[src/rtl/mcu_symbol_arbiter.sv]
// mcu_symbol_arbiter
//   Merges the per-channel entropy-coder symbol streams (Y, Cb, Cr, ...) onto one
//   output stream for the bitstream packer, in strict JPEG MCU order. Each channel
//   has its own first-word-fall-through symbol FIFO. The grant stays on one channel
//   until that channel's end-of-block symbol has been transferred, then moves on.
//
// Ports
//   clk, rst_n                      clock (rising edge), async active-low reset
//   in_vli/in_zeroNub/in_isDC/
//   in_last/in_valid [ROW]          per-channel coder symbols, no backpressure
//   out_vli/out_zeroNub/out_isDC/
//   out_last                        head symbol of the granted FIFO (0 when idle)
//   out_chan                        granted channel index
//   out_valid / out_ready           output handshake, transfer = valid & ready
//   mcu_done                        1-cycle pulse after the last channel's EOB transfer
//   mcu_cnt                         completed MCU count, wraps at 16 bits
//   ovf [ROW]                       sticky dropped-write flags (ARB_OVF_FLAG_EN only)
//
// Configuration
//   ARB_OVF_FLAG_EN  when defined, adds the ovf output port.

module mcu_symbol_arbiter #(
    parameter int DATA_WIDTH = 10,
    parameter int ROW        = 3,
    parameter int FIFO_DEPTH = 16
) (
    input  logic                            clk,
    input  logic                            rst_n,
    input  logic [ROW-1:0][DATA_WIDTH-2:0]  in_vli,
    input  logic [ROW-1:0][3:0]             in_zeroNub,
    input  logic [ROW-1:0]                  in_isDC,
    input  logic [ROW-1:0]                  in_last,
    input  logic [ROW-1:0]                  in_valid,
    output logic [DATA_WIDTH-2:0]           out_vli,
    output logic [3:0]                      out_zeroNub,
    output logic                            out_isDC,
    output logic                            out_last,
    output logic [1:0]                      out_chan,
    output logic                            out_valid,
    input  logic                            out_ready,
    output logic                            mcu_done,
    output logic [15:0]                     mcu_cnt
`ifdef ARB_OVF_FLAG_EN
    ,
    output logic [ROW-1:0]                  ovf
`endif
);

    localparam int PTR_W = $clog2(FIFO_DEPTH);
    localparam int CNT_W = PTR_W + 1;

    typedef struct packed {
        logic [DATA_WIDTH-2:0] vli;
        logic [3:0]            zero_nub;
        logic                  is_dc;
        logic                  last;
    } sym_t;

    typedef enum logic [1:0] {GNT_0, GNT_1, GNT_2, GNT_3} state_t;

    state_t             grant_q, grant_d;
    logic [1:0]         gidx;
    sym_t [ROW-1:0]     head;
    logic [ROW-1:0]     full, empty, push, pop;
    logic               xfer, eob_xfer;
    logic [15:0]        mcu_cnt_q;

    assign gidx     = grant_q;
    assign xfer     = out_valid && out_ready;
    assign eob_xfer = xfer && out_last;

    // ------------------------------------------------------------------
    // Per-channel symbol FIFOs
    // ------------------------------------------------------------------
    for (genvar i = 0; i < ROW; i++) begin : g_fifo
        sym_t             mem [FIFO_DEPTH];
        logic [PTR_W-1:0] wr_ptr, rd_ptr;
        logic [CNT_W-1:0] count;

        assign full[i]  = (count == CNT_W'(FIFO_DEPTH));
        assign empty[i] = (count == '0);
        assign pop[i]   = xfer && (gidx == 2'(i));
        // A full FIFO still takes the write when its head leaves in the same cycle.
        assign push[i]  = in_valid[i] && (!full[i] || pop[i]);
        assign head[i]  = mem[rd_ptr];

        // NOTE: the storage array has no reset; only pointers and count need one,
        // since an empty FIFO never exposes its contents.
        always_ff @(posedge clk) begin
            if (push[i]) begin
                mem[wr_ptr] <= '{vli: in_vli[i], zero_nub: in_zeroNub[i],
                                 is_dc: in_isDC[i], last: in_last[i]};
            end
        end

        // NOTE: sequential state uses non-blocking assignments so every register
        // samples pre-edge values regardless of block evaluation order.
        always_ff @(posedge clk or negedge rst_n) begin
            if (!rst_n) begin
                wr_ptr <= '0;
                rd_ptr <= '0;
                count  <= '0;
            end else begin
                if (push[i]) wr_ptr <= wr_ptr + PTR_W'(1);
                if (pop[i])  rd_ptr <= rd_ptr + PTR_W'(1);
                case ({push[i], pop[i]})
                    2'b10:   count <= count + CNT_W'(1);
                    2'b01:   count <= count - CNT_W'(1);
                    default: count <= count;
                endcase
            end
        end
    end

    // ------------------------------------------------------------------
    // Output mux: head of the granted FIFO, zeroed when nothing is presented
    // ------------------------------------------------------------------
    always_comb begin
        out_valid   = !empty[gidx];
        out_chan    = gidx;
        out_vli     = '0;
        out_zeroNub = '0;
        out_isDC    = 1'b0;
        out_last    = 1'b0;
        if (out_valid) begin
            out_vli     = head[gidx].vli;
            out_zeroNub = head[gidx].zero_nub;
            out_isDC    = head[gidx].is_dc;
            out_last    = head[gidx].last;
        end
    end

    // ------------------------------------------------------------------
    // Grant FSM: advance only on an EOB transfer, wrap after channel ROW-1
    // ------------------------------------------------------------------
    always_ff @(posedge clk or negedge rst_n) begin
        if (!rst_n) grant_q <= GNT_0;
        else        grant_q <= grant_d;
    end

    // NOTE: grant_d is assigned a default before any branch, so no latch is inferred.
    always_comb begin
        grant_d = grant_q;
        if (eob_xfer) begin
            grant_d = (gidx == 2'(ROW - 1)) ? GNT_0 : state_t'(gidx + 2'd1);
        end
    end

    // ------------------------------------------------------------------
    // MCU tracking
    // ------------------------------------------------------------------
    always_ff @(posedge clk or negedge rst_n) begin
        if (!rst_n) begin
            mcu_done  <= 1'b0;
            mcu_cnt_q <= '0;
        end else begin
            mcu_done <= eob_xfer && (gidx == 2'(ROW - 1));
            if (eob_xfer && (gidx == 2'(ROW - 1))) mcu_cnt_q <= mcu_cnt_q + 16'd1;
        end
    end

    assign mcu_cnt = mcu_cnt_q;

`ifdef ARB_OVF_FLAG_EN
    // Sticky per-channel flag for any write that was dropped.
    always_ff @(posedge clk or negedge rst_n) begin
        if (!rst_n) ovf <= '0;
        else        ovf <= ovf | (in_valid & ~push);
    end
`endif

endmodule

[config.mk]
export PLATFORM = sky130hd
export DESIGN_NAME = mcu_symbol_arbiter
export DESIGN_NICKNAME = d
export VERILOG_FILES = /design/src/rtl/mcu_symbol_arbiter.sv
export SDC_FILE = /design/constraint.sdc
export NUM_CORES = 1
export LEC_CHECK = 0
export ABC_CLOCK_PERIOD_IN_PS = 3730
export CAP_MARGIN = 25
export CORE_ASPECT_RATIO = 1.5
export CORE_MARGIN = 2
export CORE_UTILIZATION = 45
export CTS_CLUSTER_DIAMETER = 150
export DETAILED_ROUTE_END_ITERATION = 6
export PLACE_DENSITY = 0.62
export SLEW_MARGIN = 10
export SYNTH_ARGS = -nofsm -noshare
export SYNTH_HDL_FRONTEND = slang
export SYNTH_SLANG_ARGS = --single-unit
[constraint.sdc]
create_clock -name clk -period 3.73 [get_ports clk]
set_clock_uncertainty 0.1 [all_clocks]
set_input_delay 0.746 -clock clk [delete_from_list [all_inputs] [get_ports clk]]
set_output_delay 0.746 -clock clk [all_outputs]
set_load 0.05 [all_outputs]
Yosys cells after proc, flatten, opt, wreduce, memory -nomap -nowiden:

Memory sizes are Yosys's and may differ from the RTL's.
Index checks and enable logic that the tools add are counted.

* bits in writable memories: 720
* logic and storage cells: 82
* output and inout bits: 35
* register bits: 58
* bits of input ports: 51
* memories: 3

Memory list
* g_fifo[0].mem: depth 16, width 15, read ports 1, clocked after Yosys merged registers in 0, wr ports 1, line 76 `sym_t mem [FIFO_DEPTH];`
* g_fifo[1].mem: depth 16, width 15, read ports 1, clocked after Yosys merged registers in 0, wr ports 1, line 76
* g_fifo[2].mem: depth 16, width 15, read ports 1, clocked after Yosys merged registers in 0, wr ports 1, line 76

* multiplexer cells: 18
* magnitude comparators: 1
* reductions and logical operators: 23
* add/sub/neg operators: 14
* equal/unequal tests: 11

Operator list (number)
* $bmux 15 s2: 1
* $pmux 5 s2: 3
* $add 4x1->4 const B: 6
* $add 16x1->16 const B: 1
* $add 5x1->5 const B: 3
* $eq 5x5->1 const B: 3
* $logic_not 5->1: 3
* $mux 15: 1
* $sub 5x1->5 const B: 3
* $logic_and 1x1->1: 9
* $mux 1: 9
* $mux 9: 1
* $eq 2x1->1 const B: 4
* $eq 2x2->1 const B: 4
* $reduce_bool 2->1: 3
* $logic_not 1->1: 4
* $mux 4: 1
* $logic_or 1x1->1: 3
* $lt 2x3->1 const B: 1
* $add 2x1->2 const B: 1
* $bmux 1 s2: 1
* $logic_not 2->1: 1
* $mux 2: 1

Longest topological paths before layout:

Gate-level depths: netlist of run 1.

* depth in word-level cells: 10
* gate-level depth with buffers: 15
* depth with buffers taken out: 13

Worst setup path after synthesis of run 1:

Ideal clock, no wire load.

* path kind: register to register
* from: register grant_q[0], in the netlist out_chan[0]
* to: memory g_fifo[1].mem[0][0] in the netlist's numbering (enable)
* library setup time: 426 ps
* arrival: 3284 ps
* path slack: -80 ps
* buffers on the path: 1
* stages on the path, launching flop included: 7
* data required time: 3204 ps
* period minus slack after synthesis: 3810 ps
* path through: dfrtp_1 clkbuf_1 nor2b_1 a21oi_1 a21boi_1 inv_1 nor4_1

* word-level cells in the longest chain between the ends: 9
* elaborated cells between the ends (all ways): 10
* those cells by class: eq/ne (1); mux (4); reduce/logical (5)

RTL lines
* from (decl): line 61 `state_t grant_q, grant_d;`
* from (signal assigned): line 138 `else grant_q <= grant_d;`
* $bmux 1 s2: line 119 `out_valid = !empty[gidx];`
* $mux 1 (implied by the code): line 119
* $logic_not 1->1: line 119
* $logic_and 1x1->1: line 69 `assign xfer = out_valid && out_ready;`
* $logic_and 1x1->1 *: line 82 `assign pop[i] = xfer && (gidx == 2'(i));`
* $logic_or 1x1->1 *: line 84 `assign push[i] = in_valid[i] && (!full[i] || pop[i]);`
* $logic_and 1x1->1 *: line 84
* $mux 1 *: line 90 `if (push[i]) begin`
* $mux 1 (implied by the code) *: line 91 `mem[wr_ptr] <= '{vli: in_vli[i], zero_nub: in_zeroNub[i],`
* to (decl): line 76

Mark *: on every way between the ends. The rest lies on a longest branch, timed or not. The select of a mux whose other input is x is not followed.

Final worst setup path of run 1:

* from: register g_fifo[1].rd_ptr[0]
* to: output port out_vli[3]

* word-level cells in the longest chain between the ends: 4

RTL lines
* from (decl): line 77 `logic [PTR_W-1:0] wr_ptr, rd_ptr;`
* from (signal assigned): line 105 `if (pop[i]) rd_ptr <= rd_ptr + PTR_W'(1);`
* $mem_v2 16x15
* $bmux 15 s2: line 126 `out_vli = head[gidx].vli;`
* $mux 15
* $mux 9: line 125 `if (out_valid) begin`
* to (decl): line 34 `output logic [DATA_WIDTH-2:0] out_vli,`

Every way passes these cells. The select of a mux whose other input is x is not followed.

==> qor.yml, run 1 <==
p_leak_uw: 0.0124
synth.most_common_cell: "edfxtp_1"
synth_flop_cell: "edfxtp_1"
ctsHoldBuffers: 0
areaGrowthSynthToFinish_pct: 20.8
cp-endpoint: "out_vli[3]"
startpoint: "g_fifo[1].rd_ptr[0]"
grt_max_degree: 59
clk_latency_ns: 0.62
fmax_ghz: 0.266
power.internal_uw: 19900
antenna_found_initial: 3
path_depth: 10
synthMuxAreaShare_pct: 15.5
cp-start-kind: "register"
async_reset_ff_share_pct: 7.46
drc: 0
drtPass1Iterations: 5
core-area_um2: 68700
multi_input_area_um2: 8260
fp.dieH_um: 326
worst_ir_drop_vdd_mv: 0.914
wl_um: 71600
synth_top_area_share_pct: 69.6
placed_cell_area_um2: 34100
cp_cell_sequence: "buf_12 > buf_12 > buf_12 > mux4_2 > nor2b_1 > a211oi_2 > a211oi_2 > nor3_1 > nor2_1 > buf_6"
min_period_ns: 3.75
cts_made_buffers: 72
rsz0062_at_grt: "yes"
slew_headroom_pct: 44.3
ff_latch_area_um2: 23100
rr_worst_depth: 12
wire_per_inst_um: 26.0
synthesis.nets: 1628
synth_edf_count: 720
clock_sinks: 778
pwr-share-seq_pct: 37.9
globalRouteOverflowTotal: 0
grt_pass1_vias: 16400
fp.dieArea_um2: 71200
fin_ws_ns: -0.0243
outcome: "finished, violations left"
setup_viol: 3
dp_hpwl_um: 45100
vias: 15600
initialDrtViolationCount: 1100
cts_root_buf: "clkbuf_16"
synth_compound_area_share_pct: 2.83
num_rows: 118
worstPathMaxFanout: 7
io_pins: 86
powerDensity_nw_per_um2: 790
port_buffers: 85
layoutNonFillerInstCount: 2757
crit_top_cell: "buf_12"
clk_pin_slew_ns: 0.07
yosys_warnings: 0
cts_tree: "yes"
clock_power_share_pct: 24.2
regToRegStartpoint: "g_fifo[1].count[2]"
synth-adder-area-share_pct: 1.18
avgSynthCellArea_um2: 20.1
die_w_um: 219
start_util_pct: 45.2
cts_max_level: 3
criticalPathCategory: "reg -> out"
switching_share_pct: 33.0
crit_arrival_ns: 2.91
worst_pin_slew_ns: 0.835
synth_seq_area_share_pct: 74.3
final_area_um2: 37500
crit_slowest_cell: "dfrtp_4"
drive_gt1_share_pct: 33.1
track_usage_pct: 20.7
viasPerCell: 5.65
ys_top_cells_by_count: "edfxtp_1 (720), mux4_2 (171), mux2i_1 (87)"
grt_pass1_wl_um: 106000
final_util_pct: 54.7
max_cap_viol_count: 0
violations: "negative setup slack"
required_ns: 2.88
dp_cells: 2592
finalPower_uw: 29600
ys_types: 64
reg2reg_slack_ns: 0.46
routabilityCongestion: 0.775
critPathBufInv: 4
synth-seq-cells: 778
critPathTopFamily: "buffers and inverters"
synth_area_leader_cell: "edfxtp_1"
cts_buffer_depth: 3
slew_violations: 0
synthSimpleGateAreaFrac_pct: 3.36
synth_top_family_by_area: "multiplexers"
synth_area_leaders: "edfxtp_1 (70%), mux4_2 (12%), dfrtp_1 (4.7%)"
syn_area_um2: 31100
pre_cts_slack_ns: 0.269
final-hold-violation-count: 0
synth_cells: 1549
end_kind: "output pin"
synth_xor_area_share_pct: 1.30
p_comb_share_pct: 37.9
p_switching_uw: 9770
nets: 1882
ant_nets: 0
cp_slowest_stage_delay_ns: 0.50
fill_cells: 5239
r2r_end: "g_fifo[1].count[4]"
period_share_pct: 101
hold_class: "in -> async"
==> how the worst min path moves through the flow <==
stage | slack, ns | end | cells past startpoint
floorplan | 0.35 | g_fifo[0].count[0] | 0
CTS | 0.23 | g_fifo[1].wr_ptr[0] | 2
detailed placement | 0.37 | mcu_cnt[15] | 1
global placement | 0.36 | mcu_cnt[15] | 1
global route | 0.27 | g_fifo[2].count[1] | 2
finish | 0.21 | g_fifo[1].wr_ptr[2] | 2
==> sequential cells by signal (all words and copies together), names as in the netlist <==
signal	count
g_fifo.count	15
mcu_cnt	16
g_fifo.wr_ptr	12
out_chan	2
g_fifo.mem	720
g_fifo.rd_ptr	12
mcu_done	1
==> power groups by stage <==
| stage | sequential [µW] | combinational, µW | clock [µW] |
|---|---|---|---|
| 4_1_cts | 11200 | 10900 | 7330 |
| 5_1_grt | 11300 | 11900 | 7630 |
| 2_1_floorplan | 11100 | 6150 | 0 |
| 3_3_place_gp | 11500 | 9350 | 0 |
| 6_report | 11200 | 11200 | 7190 |
| 3_5_place_dp | 11500 | 9470 | 0 |
==> what timing repair did <==
| item | in CTS | in global routing |
|---|---|---|
| gates resized for setup | 97 | 64 |
| endpoints found under the setup margin | 15 | 15 |
| setup buffers | 29 | 13 |
| gates cloned | 4 | 0 |
| pin swaps | 18 | 27 |
==> cell families (layout without fill, tap and decap cells) <==
group | count (synthesis) | count (layout)
buf+inv | 105 | 411
other cells | 0 | 2
flops | 778 | 778
simple gates | 204 | 204
compound gates | 122 | 122
mux | 266 | 266
xor+xnor | 46 | 46
fa+ha+maj | 28 | 28
==> cell type report <==
class                           instances  share of cell area [%]
Timing Repair Buffer                  263                    7.15
Sequential cell                       778                    61.6
Antenna cell                            2                  0.0133
Inverter                               22                   0.220
Multi-Input combinational cell        666                    22.0
Clock inverter                         45                    1.11
Clock buffer                           81                    4.95
Tap cell                              900                    3.00
==> routing by layer <==
metal / GRT usage (%) / share of wire [%] / vias up / wire (µm)
li1: - / - / 6825 / -
met1: 25.5 / 39 / 8248 / 27600
met4: 8.30 / 2.9 / 4 / 2080
met5: 0 / 0.036 / - / 26
met3: 3.03 / 4.7 / 102 / 3340
met2: 36.4 / 54 / 397 / 38600
==> per-stage QoR <==
stage / hold WS [ns] / setup TNS [ns]
6_report: 0.215 / -0.0427
5_1_grt: 0.275 / -0.772
4_1_cts: 0.226 / -0.640
3_5_place_dp: 0.372 / 0
3_3_place_gp: 0.362 / 0
2_1_floorplan: 0.350 / -4.79
==> cell usage in the layout (no fill, tap or decap), drive strengths merged, types with 12 or more instances in the layout <==
master	n
mux2i	88
nor3	31
nand2	38
xnor2	36
mux4	171
o22ai	28
nor2	56
buf	193
inv	28
nor2b	23
o21ai	12
a211oi	29
ha	26
clkdlybuf4s50	68
clkinv	27
edfxtp	720
clkbuf	81
dfrtp	58
No activity file was read; power rests on OpenSTA's default activity.
==> run 2, diff against run 1 <==
--- a/config.mk
+++ b/config.mk
@@ -9,10 +9,11 @@
 export CAP_MARGIN = 25
 export CORE_ASPECT_RATIO = 1.5
 export CORE_MARGIN = 2
-export CORE_UTILIZATION = 45
+export CORE_UTILIZATION = 25
 export CTS_CLUSTER_DIAMETER = 150
 export DETAILED_ROUTE_END_ITERATION = 6
-export PLACE_DENSITY = 0.62
+export DONT_BUFFER_PORTS = 1
+export PLACE_DENSITY = 0.38
 export SLEW_MARGIN = 10
 export SYNTH_ARGS = -nofsm -noshare
 export SYNTH_HDL_FRONTEND = slang
==> run 2 against run 1 <==
  * Largest cell class unchanged
  * The run still ends with negative setup slack left
  * Combinational power is 9% higher
  * Critical endpoint is now out_vli[4]
  * Die area grew 79%
  * Sequential power hardly changed
  * Critical path type unchanged
  * Maximum frequency is 1.3% lower
  * Clock power rose by 7.4%
  * Critical path depth unchanged
  * Wire length up 22%
==> qor.yml, run 2 (synthesis gave the netlist of run 1 again) <==
worst_pin_slew_ns: 1.04  # was 0.835 ns
viasPerCell: 4.51  # was 5.65
crit_slowest_cell: "dfrtp_4"  # unchanged
p_leak_uw: 0.0124  # about the same
slew_violations: 0  # unchanged
vias: 15400  # was 15600
regToRegStartpoint: "g_fifo[1].count[2]"  # unchanged
setup_viol: 10  # was 3
io_pins: 86  # unchanged
critPathTopFamily: "buffers and inverters"  # unchanged
nets: 1836  # was 1882
cts_root_buf: "clkbuf_16"  # unchanged
switching_share_pct: 33.9  # was 33.0%
cts_max_level: 3  # unchanged
drtPass1Iterations: 5  # unchanged
min_period_ns: 3.80  # was 3.75 ns
hold_path.startpoint: "in_zeroNub[4]"
globalRouteOverflowTotal: 0  # unchanged
routabilityCongestion: 0.717  # was 0.775
antenna_cells: 0  # was 2
fin_ws_ns: -0.0734  # was -0.0243 ns
grt_pass1_wl_um: 126000  # was 106000 µm
rr_worst_depth: 12  # unchanged
hold_class: "in -> reg"  # was in -> async
outcome: "finished, violations left"  # unchanged
critPathBufInv: 5  # was 4
max_cap_viol_count: 0  # unchanged
clk_pin_slew_ns: 0.07  # about the same
final_cell_mix: "edfxtp_1 (720), mux4_2 (171), buf_4 (133), clkbuf_16 (83), mux2i_1 (54)"  # was edfxtp_1 (720), mux4_2 (171), buf_4 (139), clkbuf_16 (73), clkdlybuf4s50_1 (68)
criticalPathCategory: "reg -> out"  # unchanged
crit_top_cell: "buf_12"  # unchanged
fp.dieArea_um2: 127000  # was 71200 µm²
layout_commonest_cell: "edfxtp_1"  # unchanged
track_usage_pct: 13.9  # was 20.7%
fmax_ghz: 0.263  # was 0.266 GHz
die_w_um: 292  # was 219 µm
dp_cells: 3225  # was 2592
rsz0062_at_grt: "yes"  # unchanged
final_util_pct: 31.1  # was 54.7%
powerDensity_nw_per_um2: 810  # was 790 nW/µm²
wl_um: 87700  # was 71600 µm
clk_latency_ns: 0.66  # was 0.62 ns
path_depth: 10  # unchanged
pwr-share-seq_pct: 36.1  # was 37.9%
clock_sinks: 778  # unchanged
p_switching_uw: 10500  # was 9770 µW
areaGrowthSynthToFinish_pct: 23.6  # was 20.8%
largest-register: "g_fifo.mem"  # unchanged
num_rows: 158  # was 118
worstPathMaxFanout: 5  # was 7
grt_max_degree: 59  # unchanged
cts_made_buffers: 77  # was 72
p_comb_share_pct: 39.1  # was 37.9%
core-area_um2: 123000  # was 68700 µm²
antenna_found_initial: 1  # was 3
cp-endpoint: "out_vli[4]"  # was out_vli[3]
violations: "negative setup slack"  # unchanged
required_ns: 2.88  # about the same
ant_nets: 0  # unchanged
finalPower_uw: 31100  # was 29600 µW
final-hold-violation-count: 0  # unchanged
power.internal_uw: 20600  # was 19900 µW
cp_slowest_stage_delay_ns: 0.52  # was 0.50 ns
grt_pass1_vias: 17000  # was 16400
placed_cell_area_um2: 34300  # was 34100 µm²
slew_headroom_pct: 30.6  # was 44.3%
drc: 0  # unchanged
end_kind: "output pin"  # unchanged
cp-start-kind: "register"  # unchanged
r2r_end: "g_fifo[1].count[4]"  # unchanged
clock_power_share_pct: 24.8  # was 24.2%
startpoint: "g_fifo[0].rd_ptr[0]"  # was g_fifo[1].rd_ptr[0]
layoutNonFillerInstCount: 3418  # was 2757
period_share_pct: 102  # was 101%
cp_cell_sequence: "buf_12 > buf_12 > buf_16 > buf_4 > mux4_2 > mux2i_4 > o22ai_2 > nor3_2 > nor2_1 > buf_6"  # was buf_12 > buf_12 > buf_12 > mux4_2 > nor2b_1 > a211oi_2 > a211oi_2 > nor3_1 > nor2_1 > buf_6
drive_gt1_share_pct: 35.9  # was 33.1%
fp.dieH_um: 436  # was 326 µm
initialDrtViolationCount: 950  # was 1100
start_util_pct: 25.2  # was 45.2%
final_area_um2: 38400  # was 37500 µm²
crit_arrival_ns: 2.96  # was 2.91 ns
cts_tree: "yes"  # unchanged
dp_hpwl_um: 54000  # was 45100 µm
port_buffers: 0  # was 85
wire_per_inst_um: 25.7  # was 26.0 µm
reg2reg_slack_ns: 0.30  # was 0.46 ns
largest_reg_flops: 720  # unchanged
worst_ir_drop_vdd_mv: 0.604  # was 0.914 mV
cts_buffer_depth: 3  # unchanged
pre_cts_slack_ns: 0.183  # was 0.269 ns
## run 2: changes by cell type in the layout (fill, tap and decap cells not counted), sizes merged
cell and delta:
inv -4, diode -2, clkinvlp +1, clkinv +2, clkbuf +20, clkdlybuf4s50 -68, dlygate4sd3 +1, buf +11
## run 2: how the worst min path moves through the flow
stage	to	slack, ns	depth (start not counted)
after floorplan	g_fifo[0].count[0]	0.35	0
after global placement	mcu_done	0.36	0
after detailed placement	mcu_cnt[0]	0.36	0
after CTS	g_fifo[1].mem[6][3]	0.009	0
after global routing	g_fifo[1].mem[7][1]	0.03	0
final	g_fifo[1].mem[7][2]	0.07	0
## run 2: area by class of cell
type | count | area [µm²]
sequential | 778 | 23100
multi-input combinational | 666 | 8370
fill | 11900 | 85000
clock inverter | 44 | 409
timing repair buffer | 212 | 2380
inverter | 22 | 82.6
tap | 1600 | 2000
clock buffer | 96 | 2060
## run 2: worst register-to-register path: stages, from the launching register on
cell and delay [ns]:
dfrtp_1 0.44, or4_4 0.55, o32a_4 0.38, and3_1 0.23, ha_1 0.30, xor2_1 0.19
ha_1 0.23, o21a_1 0.17, o22a_1 0.19, a21oi_1 0.17, xor2_1 0.16, nor2_1 0.06
xor2_1 0.14
## run 2: what timing repair did
item / 4_1_cts / 5_1_grt
pin swaps: 35 / 22
gates resized for setup: 143 / 39
setup endpoints to repair: 15 / 15
cloned: 10 / 4
setup buffers: 32 / 12
hold buffers: 2 / 0
hold endpoints to repair: 58 / 0
## run 2: power groups by stage
stage / logic [µW] / clock network (µW) / registers (µW)
2_1_floorplan: 6150 / 0 / 11100
3_3_place_gp: 9990 / 0 / 11400
3_5_place_dp: 10000 / 0 / 11500
4_1_cts: 12200 / 8010 / 11300
5_1_grt: 13000 / 8290 / 11300
6_report: 12200 / 7720 / 11200
## run 2: layer usage
metal  track usage (%)  vias up  wire length [µm]
met1              15.1     8330             32800
met4              3.88        2              1810
met5                 0        -                13
met2              26.3      253             48400
li1                  -     6725                 -
met3              3.62       95              4660
## run 2: metrics by stage
stage	hold WS [ns]	TNS (ns)
2_1_floorplan	0.350	-4.79
3_3_place_gp	0.356	0
5_1_grt	0.0273	-1.96
3_5_place_dp	0.356	0
6_report	0.0720	-0.390
4_1_cts	0.00870	-2.01
